**src/rtl/bit_serializer.sv**
```systemverilog
// Parallel-to-serial converter feeding the sequence detector: one WIDTH-bit word
// per load/ready handshake, shifted out one bit per clock with a last-bit flag.
module bit_serializer #(
    parameter int WIDTH     = 8,
    parameter bit MSB_FIRST = 1'b1,
    parameter bit IDLE_BIT  = 1'b0,
    parameter int CNT_W     = 8
) (
    input  logic             clk,
    input  logic             rst,
    input  logic [WIDTH-1:0] data_in,
    input  logic             load,
    output logic             ready,
    output logic             ser_out,
    output logic             ser_valid,
    output logic             last,
    output logic [CNT_W-1:0] frame_cnt
);

    localparam int BCW = $clog2(WIDTH);

    typedef enum logic {
        IDLE  = 1'b0,
        SHIFT = 1'b1
    } state_t;

    state_t           r_state;
    logic [WIDTH-1:0] r_shreg;
    logic [BCW-1:0]   r_bit_cnt;
    logic             r_ser_out;
    logic             r_ser_valid;
    logic             r_last;
    logic             r_ready;
    logic [CNT_W-1:0] r_frame_cnt;
    logic             w_accept;

    // Bit that leaves the word first, according to the configured order.
    function automatic logic head_bit(input logic [WIDTH-1:0] w);
        return MSB_FIRST ? w[WIDTH-1] : w[0];
    endfunction

    // Word with its head bit consumed, so the next bit moves into head position.
    function automatic logic [WIDTH-1:0] advance(input logic [WIDTH-1:0] w);
        return MSB_FIRST ? (w << 1) : (w >> 1);
    endfunction

    assign w_accept = load && r_ready;

    always_ff @(posedge clk) begin
        if (rst) begin
            r_state     <= IDLE;
            r_shreg     <= '0;
            r_bit_cnt   <= '0;
            r_ser_out   <= IDLE_BIT;
            r_ser_valid <= 1'b0;
            r_last      <= 1'b0;
            r_ready     <= 1'b1;
            r_frame_cnt <= '0;
        end else begin
            case (r_state)
                IDLE: begin
                    if (w_accept) begin
                        r_ser_out   <= head_bit(data_in);
                        r_shreg     <= advance(data_in);
                        r_bit_cnt   <= BCW'(WIDTH - 1);
                        r_ser_valid <= 1'b1;
                        r_last      <= 1'b0;
                        r_ready     <= 1'b0;
                        r_state     <= SHIFT;
                    end
                end
                SHIFT: begin
                    if (r_bit_cnt == '0) begin
                        // Last-bit cycle ends: count the frame, then chain or go idle.
                        r_frame_cnt <= r_frame_cnt + CNT_W'(1);
                        r_last      <= 1'b0;
                        if (w_accept) begin
                            r_ser_out   <= head_bit(data_in);
                            r_shreg     <= advance(data_in);
                            r_bit_cnt   <= BCW'(WIDTH - 1);
                            r_ser_valid <= 1'b1;
                            r_ready     <= 1'b0;
                        end else begin
                            r_ser_out   <= IDLE_BIT;
                            r_ser_valid <= 1'b0;
                            r_ready     <= 1'b1;
                            r_state     <= IDLE;
                        end
                    end else begin
                        r_ser_out <= head_bit(r_shreg);
                        r_shreg   <= advance(r_shreg);
                        r_bit_cnt <= r_bit_cnt - BCW'(1);
                        // Entering the final bit: flag it and open the handshake early
                        // so a following word can chain without a gap.
                        if (r_bit_cnt == BCW'(1)) begin
                            r_last  <= 1'b1;
                            r_ready <= 1'b1;
                        end
                    end
                end
                default: r_state <= IDLE;
            endcase
        end
    end

    assign ready     = r_ready;
    assign ser_out   = r_ser_out;
    assign ser_valid = r_ser_valid;
    assign last      = r_last;
    assign frame_cnt = r_frame_cnt;

endmodule

```
**config.mk**
```make
export PLATFORM = sky130hd
export DESIGN_NAME = bit_serializer
export DESIGN_NICKNAME = d
export VERILOG_FILES = /design/src/rtl/bit_serializer.sv
export SDC_FILE = /design/constraint.sdc
export NUM_CORES = 1
export LEC_CHECK = 0
export ABC_CLOCK_PERIOD_IN_PS = 2050
export BUFFER_PORTS_ARGS = -buffer_cell sky130_fd_sc_hd__buf_2
export CORE_MARGIN = 10
export CORE_UTILIZATION = 35
export DETAILED_ROUTE_END_ITERATION = 16
export GPL_TIMING_DRIVEN = 0
export PLACE_DENSITY = 0.58
export SLEW_MARGIN = 20
export SYNTH_ARGS = -nofsm -noshare
export SYNTH_HDL_FRONTEND = slang
export SYNTH_SLANG_ARGS = --single-unit
export TNS_END_PERCENT = 5
```
**constraint.sdc**
```tcl
create_clock -name clk -period 2.05 [get_ports clk]
set_input_delay 0.205 -clock clk [delete_from_list [all_inputs] [get_ports clk]]
set_output_delay 0.205 -clock clk [all_outputs]
set_load 0.05 [all_outputs]
```
Yosys cells after proc, flatten, opt, wreduce, memory -nomap -nowiden
Cells that the tools add are included.
{"block": "totals", "register_bits": 24, "latchBits": 0, "mem_bits_rw": 0, "romBits": 0, "inputBits": 11, "out_inout_bits": 12, "elab_cells": 43, "mem_count": 0}
{"block": "op_classes", "n_addsub": 2, "multipliers": 0, "div": 0, "n_lt_le_gt_ge": 0, "eq_ne": 4, "shift": 0, "muxes": 23, "bitwise": 1, "n_reduce_logical": 5}
{"op": "2-to-1 mux 8 bit", "count": 2}
{"op": "one-hot mux 8 bit (2 select lines)", "count": 1}
{"op": "2-to-1 mux 1 bit", "count": 12}
{"op": "one-hot mux 1 bit (2 select lines)", "count": 5}
{"op": "adder 8 x 1 -> 8 bit, second input constant", "count": 1}
{"op": "2-to-1 mux 3 bit", "count": 2}
{"op": "one-hot mux 3 bit (2 select lines)", "count": 1}
{"op": "AND reduction 2 bit", "count": 3}
{"op": "equality test 3 x 1 -> 1 bit, second input constant", "count": 1}
{"op": "zero test 3 bit", "count": 1}
{"op": "inequality test 3 x 1 -> 1 bit, second input constant", "count": 1}
{"op": "subtractor 3 x 1 -> 3 bit, second input constant", "count": 1}
{"op": "inequality test 2 x 1 -> 1 bit, second input constant", "count": 1}
{"op": "inequality test 2 bit, second input constant", "count": 1}
{"op": "logical AND 1 bit", "count": 1}
{"op": "inverter 1 bit", "count": 1}

Depth between registers and ports, before layout
Gate-level depths: netlist (run 1).
{"block": "logic_depth", "word_depth": 4, "depth_mapped": 7, "mapped_depth_nobuf": 6}

Worst setup path before layout (run 1)
No wires, ideal clock.
{"block": "synth_timing", "path_kind": "register to register", "startpoint": "register r_frame_cnt[0], in the netlist frame_cnt[0]", "endpoint": "register r_frame_cnt[6], in the netlist frame_cnt[6]", "setup_ns": 0.071, "arrival_time_ns": 1.497, "required_ns": 1.979, "setup_slack_ns": 0.483, "path_stages_with_launch": 5, "synth_period_minus_slack_ns": 1.567, "path_cell_list": "dfxtp_1 ha_1 nand4b_2 or3_1 a21oi_1"}
{"block": "synth_between", "elab_chain_len": 1}
{"element": "start, declared", "line": "34", "rtl": "logic [CNT_W-1:0] r_frame_cnt;"}
{"element": "start signal, assigned", "line": "75", "rtl": "r_frame_cnt <= r_frame_cnt + CNT_W'(1);"}
{"element": "adder 8 x 1 -> 8 bit", "line": "75"}
No other way between the ends.
A chain may end at the register's enable or synchronous reset.

Worst setup path after layout (run 1)
{"block": "layout_timing", "startpoint": "register r_bit_cnt[0]", "endpoint": "register r_bit_cnt[1]"}
{"block": "layout_between", "elab_chain_len": 3, "elab_cells_between_ends": 4, "cone_classes": "add/sub: 1; mux: 2; reduce/logical: 1"}
{"element": "start, declared", "line": "29", "rtl": "logic [BCW-1:0] r_bit_cnt;"}
{"element": "start signal, assigned", "line": "65", "rtl": "r_bit_cnt <= BCW'(WIDTH - 1);"}
{"element": "start signal, assigned", "line": "80", "rtl": "r_bit_cnt <= BCW'(WIDTH - 1);"}
{"element": "start signal, assigned", "line": "92", "rtl": "r_bit_cnt <= r_bit_cnt - BCW'(1);"}
{"element": "subtractor 3 x 1 -> 3 bit / zero test 3 bit (equally long branches)", "line": "92, 73"}
{"element": "2-to-1 mux 3 bit *", "line": "73", "rtl": "if (r_bit_cnt == '0) begin"}
{"element": "one-hot mux 3 bit (2 select lines) *", "line": "60", "rtl": "case (r_state)"}
Every way passes the cells marked *; elsewhere a longest branch is shown, timed or not.

==> impl_summary.txt, run 1 <==
----------------------------------------------------
[Routing]
  Number of vias in the routed layout ... 933
  DR WL/cell ... 12.6 µm
  Number of routed nets with antenna violations ... 0
  Count of TritonRoute iterations in the first routing pass ... 4
  Number of DRC markers in iteration 0 ... 78
  Vias per cell ... 4.83
  Detailed-route wire length ... 2.43 mm
  DRC violation count after routing ... 0

[Synthesis]
  Adder and majority cell fraction of the synthesized area ... 0.0442
  Cell type with the largest total area after synthesis ... dfxtp_1
  Mapped cell area ... 1130 µm²
  Most used flip-flop cell after synthesis ... dfxtp_1
  FFs w/ async S/R, synth ... 0
  Synth Register Bits ... 24
  Post-synth EDFFs ... 0
  Count of yosys warnings during synthesis ... 0
  Post-Syn Area per Cell ... 9.21 µm²
  Synthesized netlist cell count ... 123
  Portion of the post-synthesis area used by sequential elements ... 0.424
  Mux share of post-synthesis cell area ... 0.00884
  Main area contributors after synthesis ... dfxtp_1 42%, nand2_1 6.0%, a311oi_1 5.4%, nor2_1 5.0%, ha_1 4.4%
  Share of synthesized cell area in and, or, nand and nor gates ... 0.278
  Area share of the leading cell type in the synthesized netlist ... 0.424
  Distinct cells, synth ... 39
  Largest family of logic cells by synthesized area ... simple AND/OR/NAND/NOR gates
  Compound-gate portion of the synthesized area ... 0.150
  XOR/XNOR share of the synthesized area ... 0.0387
  Number of nets in the synthesized netlist ... 138

[Power]
  Total power density per cell area ... 774 nW/µm²
  LEAKAGE ... 0.000595 µW
  Largest voltage drop on the vdd net ... 519 µV
  Final Total Pwr ... 1030 µW

[Placement]
  Half-perimeter wire length of the detailed placement result ... 1.88 mm
  Placed cell area ... 1300 µm²
  Final weighted congestion of routability-driven global placement ... 0.789
  Number of input and output port buffers inserted ... 22
  Placed cell count ... 189

[Layout]
  Area taken by flip-flops and latches ... 480 µm²
  Layout cell share with drive strength beyond 1 ... 0.268
  Multi-input gate area in the final layout ... 589 µm²
  Most frequent cells in the layout ... 24 x buf_2, 24 x dfxtp_1, 18 x nand2_1
  Post-layout instance count excluding filler cells ... 193
  Area of all placed cells without fillers ... 1330 µm²
  Final Net Count ... 165
  Number of fill cells ... 318
  Count of antenna diodes in the layout ... 0
  Synthesis-to-layout area growth ... 17.8%

[Floorplanning]
  Initial Util ... 0.368
  Die width ... 76.9 µm
  Overall die area ... 5910 µm²
  Height of the die ... 76.9 µm
  Standard-cell rows ... 20
  Num ports ... 23
  Core Region ... 3080 µm²

[Global route]
  Global Route Usage Sum ... 0.0843
  Global-route congestion overflow total ... 0
  Via count of the first global-routing pass ... 898
  First-pass GRT wire length ... 4.17 mm
  Met3 Use GR ... 0.0291
  Global routing usage on met2 ... 0.142
  Initial antenna violation count ... 0
  Gr busiest metal ... met2
  Met1 layer usage reported by global route ... 0.0971
  Pin count of the biggest net entering global routing ... 14

[Clocking]
  Clock Sinks ... 24
  Depth of the CTS H-tree ... 1
  CTS tree ... built
  Number of buffers created by CTS ... 3
  Buffer depth of the longest clock path ... 2
  Clock slew at reported path FFs ... 0.13 ns
  Post-CTS Hold Fix Bufs ... 0
  Count of buffers added by post-CTS timing repair for setup ... 0
  Root buffer cell ... clkbuf_4
  Later-pin clock latency in the skew report ... 0.31 ns
  Post-cts resize count ... 0

[STA]
  Setup-failing EPs final ... 0
  Summed negative setup slack over all endpoints ... 0 ns
  Worst slew margin relative to its limit ... 0.697
  Pin slew with the least headroom to its limit ... 0.454 ns
  Endpoints failing hold ... 0
  Hold Slack ... 0.133 ns
  Setup repair after global routing missed its margin ... false
  Timing-limited maximum frequency ... 640 MHz
  Time the worst path needs with I/O delays and setup ... 1.56 ns
  Pins Over Slew Limit ... 0
  Portion of the clock cycle consumed by the worst path in the final layout ... 0.762
  Clock Skew ... 0.00201 ns

[Setup path]
  Element type at the critical path end ... flip-flop
  Cell family with the largest share of critical-path delay ... simple AND/OR/NAND/NOR gates
  Largest stage delay on the critical path ... 0.36 ns
  Worst-path fanout max ... 8
  Critical path's slowest cell ... dfxtp_1
  Cell Chain, Critical Path ... inv_1 -> ha_1 -> nand2b_2 -> and2_4 -> buf_6 -> nor3_1 -> a211oi_1
  Data arrival time of the critical path ... 1.76 ns
  Worst Path Class, Setup ... reg -> reg
  Buffering stage count on the worst path with inverters included ... 2
  Worst setup SP type ... flip-flop
  WP data required ... 2.24 ns
  Worst reg-to-reg setup slack ... 0.49 ns

[Job]
  Number of maximum-capacitance constraint violations ... 0

[Status]
  Run status ... complete, no violations

[Worst hold path]
  Path class of the lowest-slack min-delay path ... in -> reg

----------------------------------------------------
per-stage QoR:
stage                     worst slack (ns)   util
after detailed placement             0.499  0.422
final                                0.488  0.433
after global placement               0.512  0.422
after CTS                            0.477  0.433
after floorplan                      0.483      -
after global routing                 0.344  0.433
cell families (layout without fill, tap and decap cells):
logic type / Yosys count / after routing
and+or+nand+nor: 54 / 54
DFF: 24 / 24
adders and majority gates: 4 / 4
xor gates and xnor gates: 5 / 5
muxes: 1 / 1
AOI/OAI and AO/OA: 24 / 24
buffers and inverters: 11 / 37
report_power, final:
group / leakage, µW / switching (µW) / internal (µW)
combinational: 0.000377 / 154 / 96.2
clock: 0.0000210 / 141 / 109
sequential: 0.000197 / 26.7 / 506
total: 0.000595 / 321 / 711
final timing paths:
path / from / cells past startpoint / to
max: r_bit_cnt[0]$_SDFF_PP0_ / 7 / r_bit_cnt[1]$_SDFF_PP0_
min: data_in[2] / 3 / r_shreg[3]$_SDFF_PP0_
max reg2reg: r_bit_cnt[0]$_SDFF_PP0_ / 7 / r_bit_cnt[1]$_SDFF_PP0_
min reg2reg: r_shreg[7]$_SDFF_PP0_ / 2 / ser_out$_SDFFE_PP0P_
tightest hold or removal path, stage by stage:
cell	delay, ns
buf_2	0.10
nand2_1	0.04
a311oi_1	0.07
sequential cells by signal, summed over array words and instances (netlist names):
register   count
frame_cnt      8
r_bit_cnt      3
ser_out        1
ready          1
r_shreg        8
r_state        1
last           1
ser_valid      1
Yosys cell counts (2+ instances only):
cell      number
buf_2          2
nor2_1        15
nor3_1         3
xnor2_1        4
inv_1          5
a311oi_1       7
or3_1          2
nor3_2         2
ha_1           4
dfxtp_1       24
clkbuf_1       2
a211oi_1       2
a21oi_1        6
nand2_1       18
o21ai_0        3
final cells by class:
class,count,share of cell area
multi-input combinational,88,0.442
sequential,24,0.360
timing repair buffer,22,0.0826
tap,44,0.0413
buffer,6,0.0328
clock buffer,4,0.0272
inverter,5,0.0141
per-layer routing:
metal / wire length [µm] / up-vias
met5: 0 / -
li1: - / 484
met3: 112 / 2
met1: 1120 / 431
met2: 1180 / 16
met4: 21 / 0
No activity file was read; power rests on OpenSTA's default activity.
==> run 2: changes to the inputs <==
--- a/config.mk
+++ b/config.mk
@@ -5,7 +5,7 @@
 export SDC_FILE = /design/constraint.sdc
 export NUM_CORES = 1
 export LEC_CHECK = 0
-export ABC_CLOCK_PERIOD_IN_PS = 2050
+export ABC_CLOCK_PERIOD_IN_PS = 1550
 export BUFFER_PORTS_ARGS = -buffer_cell sky130_fd_sc_hd__buf_2
 export CORE_MARGIN = 10
 export CORE_UTILIZATION = 35
==> constraint.sdc (replaced) <==
create_clock -name clk -period 1.55 [get_ports clk]
set_input_delay 0.155 -clock clk [delete_from_list [all_inputs] [get_ports clk]]
set_output_delay 0.155 -clock clk [all_outputs]
set_load 0.05 [all_outputs]
==> run 2 against run 1 <==
Effect of this change: global-route usage increased by 0.38 points; utilization increased by 0.73 points; first-iteration DRC count decreased by 31%; fmax increased by 8.8%; non-clock buffer count increased by 1; hold slack got worse by 0.047 ns; clock-buffer cell count unchanged; cell count increased by 0.52%; clock power increased by 36%; critical path type unchanged; critical endpoint is now last$_SDFFE_PP0P_; highest routed layer unchanged.
==> impl_summary.txt, run 2 (synthesis gave the netlist of run 1 again) <==
----------------------------------------------------
[Global route]
  Initial antenna violation count ... 0
  First-pass GRT wire length ... 4.40 mm
  Global Route Usage Sum ... 0.0881
  Pin count of the biggest net entering global routing ... 14
  Via count of the first global-routing pass ... 933
  Global-route congestion overflow total ... 0

[Placement]
  Half-perimeter wire length of the detailed placement result ... 1.85 mm
  Post-placement setup slack ... -0.0236 ns
  Final weighted congestion of routability-driven global placement ... 0.717
  Number of input and output port buffers inserted ... 22

[Worst hold path]
  Hold-critical path endpoint ... r_shreg[4]$_SDFF_PP0_
  Worst hold start ... data_in[3]
  Worst hold path cell count ... 3
  Path class of the lowest-slack min-delay path ... in -> reg

[Layout]
  Number of fill cells ... 324
  Most common library cell in the layout ignoring fill and taps ... buf_2
  Most frequent cells in the layout ... 24 x buf_2, 22 x dfxtp_1, 18 x nand2_1
  Count of antenna diodes in the layout ... 0
  Synthesis-to-layout area growth ... 19.8%
  Final Net Count ... 166
  Layout cell share with drive strength beyond 1 ... 0.293

[Floorplanning]
  Initial Util ... 0.368
  Standard-cell rows ... 20
  Height of the die ... 76.9 µm
  Core Region ... 3080 µm²
  Die width ... 76.9 µm
  Num ports ... 23
  Overall die area ... 5910 µm²

[Routing]
  Count of TritonRoute iterations in the first routing pass ... 4
  Number of vias in the routed layout ... 949
  Number of routed nets with antenna violations ... 0
  DR WL/cell ... 12.8 µm
  DRC violation count after routing ... 0
  Detailed-route wire length ... 2.47 mm
  Number of DRC markers in iteration 0 ... 54
  Vias per cell ... 4.89

[STA]
  Worst slew margin relative to its limit ... 0.694
  Time the worst path needs with I/O delays and setup ... 1.44 ns
  Pins Over Slew Limit ... 0
  Timing-limited maximum frequency ... 697 MHz
  Endpoints failing hold ... 0
  Clock Skew ... 0.0140 ns
  Setup repair after global routing missed its margin ... false
  Portion of the clock cycle consumed by the worst path in the final layout ... 0.926
  Hold Slack ... 0.0866 ns
  Setup-failing EPs final ... 0
  Pin slew with the least headroom to its limit ... 0.459 ns
  Final worst-path setup slack ... 0.114 ns

[Setup path]
  WP data required ... 1.74 ns
  Register-to-Register Path Depth ... 7
  Worst setup SP type ... flip-flop
  Worst Path Class, Setup ... reg -> reg
  Reg-to-reg startpoint ... r_bit_cnt[0]$_SDFF_PP0_
  Data arrival time of the critical path ... 1.63 ns
  Worst reg-to-reg setup slack ... 0.11 ns
  Element type at the critical path end ... flip-flop
  Worst-path fanout max ... 8
  Capture point of the worst reg-to-reg path ... last$_SDFFE_PP0P_

[Clocking]
  Number of buffers created by CTS ... 3
  Root buffer cell ... clkbuf_4
  Later-pin clock latency in the skew report ... 0.32 ns
  Clock Sinks ... 24
  Buffer depth of the longest clock path ... 2
  CTS tree ... built
  Depth of the CTS H-tree ... 1
  Clock slew at reported path FFs ... 0.13 ns

[Power]
  Largest voltage drop on the vdd net ... 451 µV
  LEAKAGE ... 0.000602 µW
  Total power density per cell area ... 1030 nW/µm²

[Status]
  Run status ... complete, no violations

[Job]
  Number of maximum-capacitance constraint violations ... 0

----------------------------------------------------
run 2: worst max-delay path: stages (launching register included):
cell      delay, ns
dfxtp_1        0.36
inv_1          0.12
ha_4           0.20
nand2b_2       0.10
and2_4         0.17
buf_6          0.13
o21ai_0        0.15
a21oi_1        0.09
run 2: repair_timing:
action,CTS,global route
pin swaps,0,0
hold buffers,0,0
gates cloned,0,0
endpoints found under the setup margin,5,7
buffers inserted,0,1
hold endpoints to repair,0,0
resized for setup,1,1
run 2: how the worst max path moves through the flow:
stage                              start                   endpoint  cells after the start  slack [ns]
2_1_floorplan  frame_cnt[1]$_SDFFE_PP0P_  frame_cnt[6]$_SDFFE_PP0P_                      4      -0.007
3_3_place_gp     r_bit_cnt[0]$_SDFF_PP0_          last$_SDFFE_PP0P_                      7        0.02
3_5_place_dp     r_bit_cnt[0]$_SDFF_PP0_          last$_SDFFE_PP0P_                      7       -0.02
4_1_cts          r_bit_cnt[0]$_SDFF_PP0_          last$_SDFFE_PP0P_                      7        0.04
5_1_grt          r_bit_cnt[0]$_SDFF_PP0_    r_bit_cnt[0]$_SDFF_PP0_                      7       0.006
6_report         r_bit_cnt[0]$_SDFF_PP0_          last$_SDFFE_PP0P_                      7        0.11
run 2: metrics by stage:
step / area [µm²] / power (µW) / setup TNS (ns) / std cells / utilization
5_1_grt: 1360 / 1490 / 0 / 194 / 0.441
6_report: 1360 / 1400 / 0 / 194 / 0.441
3_3_place_gp: 1300 / 1050 / 0 / 189 / 0.422
4_1_cts: 1340 / 1390 / 0 / 193 / 0.435
3_5_place_dp: 1300 / 1050 / -0.0418 / 189 / 0.422
2_1_floorplan: 1130 / 976 / -0.0148 / 123 / -
run 2: per-layer routing:
layer / part of all wire / vias up / track usage
met5: 0 / - / 0
met4: 0.015 / 0 / 0.0390
met3: 0.025 / 4 / 0.0198
met2: 0.47 / 12 / 0.149
met1: 0.49 / 448 / 0.103
li1: - / 485 / -
run 2: area by class of cell:
class                           instances  area [µm²]  area share
Sequential cell                        24         483       0.356
Multi-Input combinational cell         88         602       0.444
Tap cell                               44        55.1      0.0406
Inverter                                5        18.8      0.0138
Timing Repair Buffer                   23         118      0.0867
Clock buffer                            4        36.3      0.0268
Buffer                                  6        43.8      0.0323
run 2: power breakdown:
| part | switching [µW] | internal [µW] |
|---|---|---|
| clock | 196 | 144 |
| combinational | 209 | 142 |
| sequential | 36.4 | 670 |
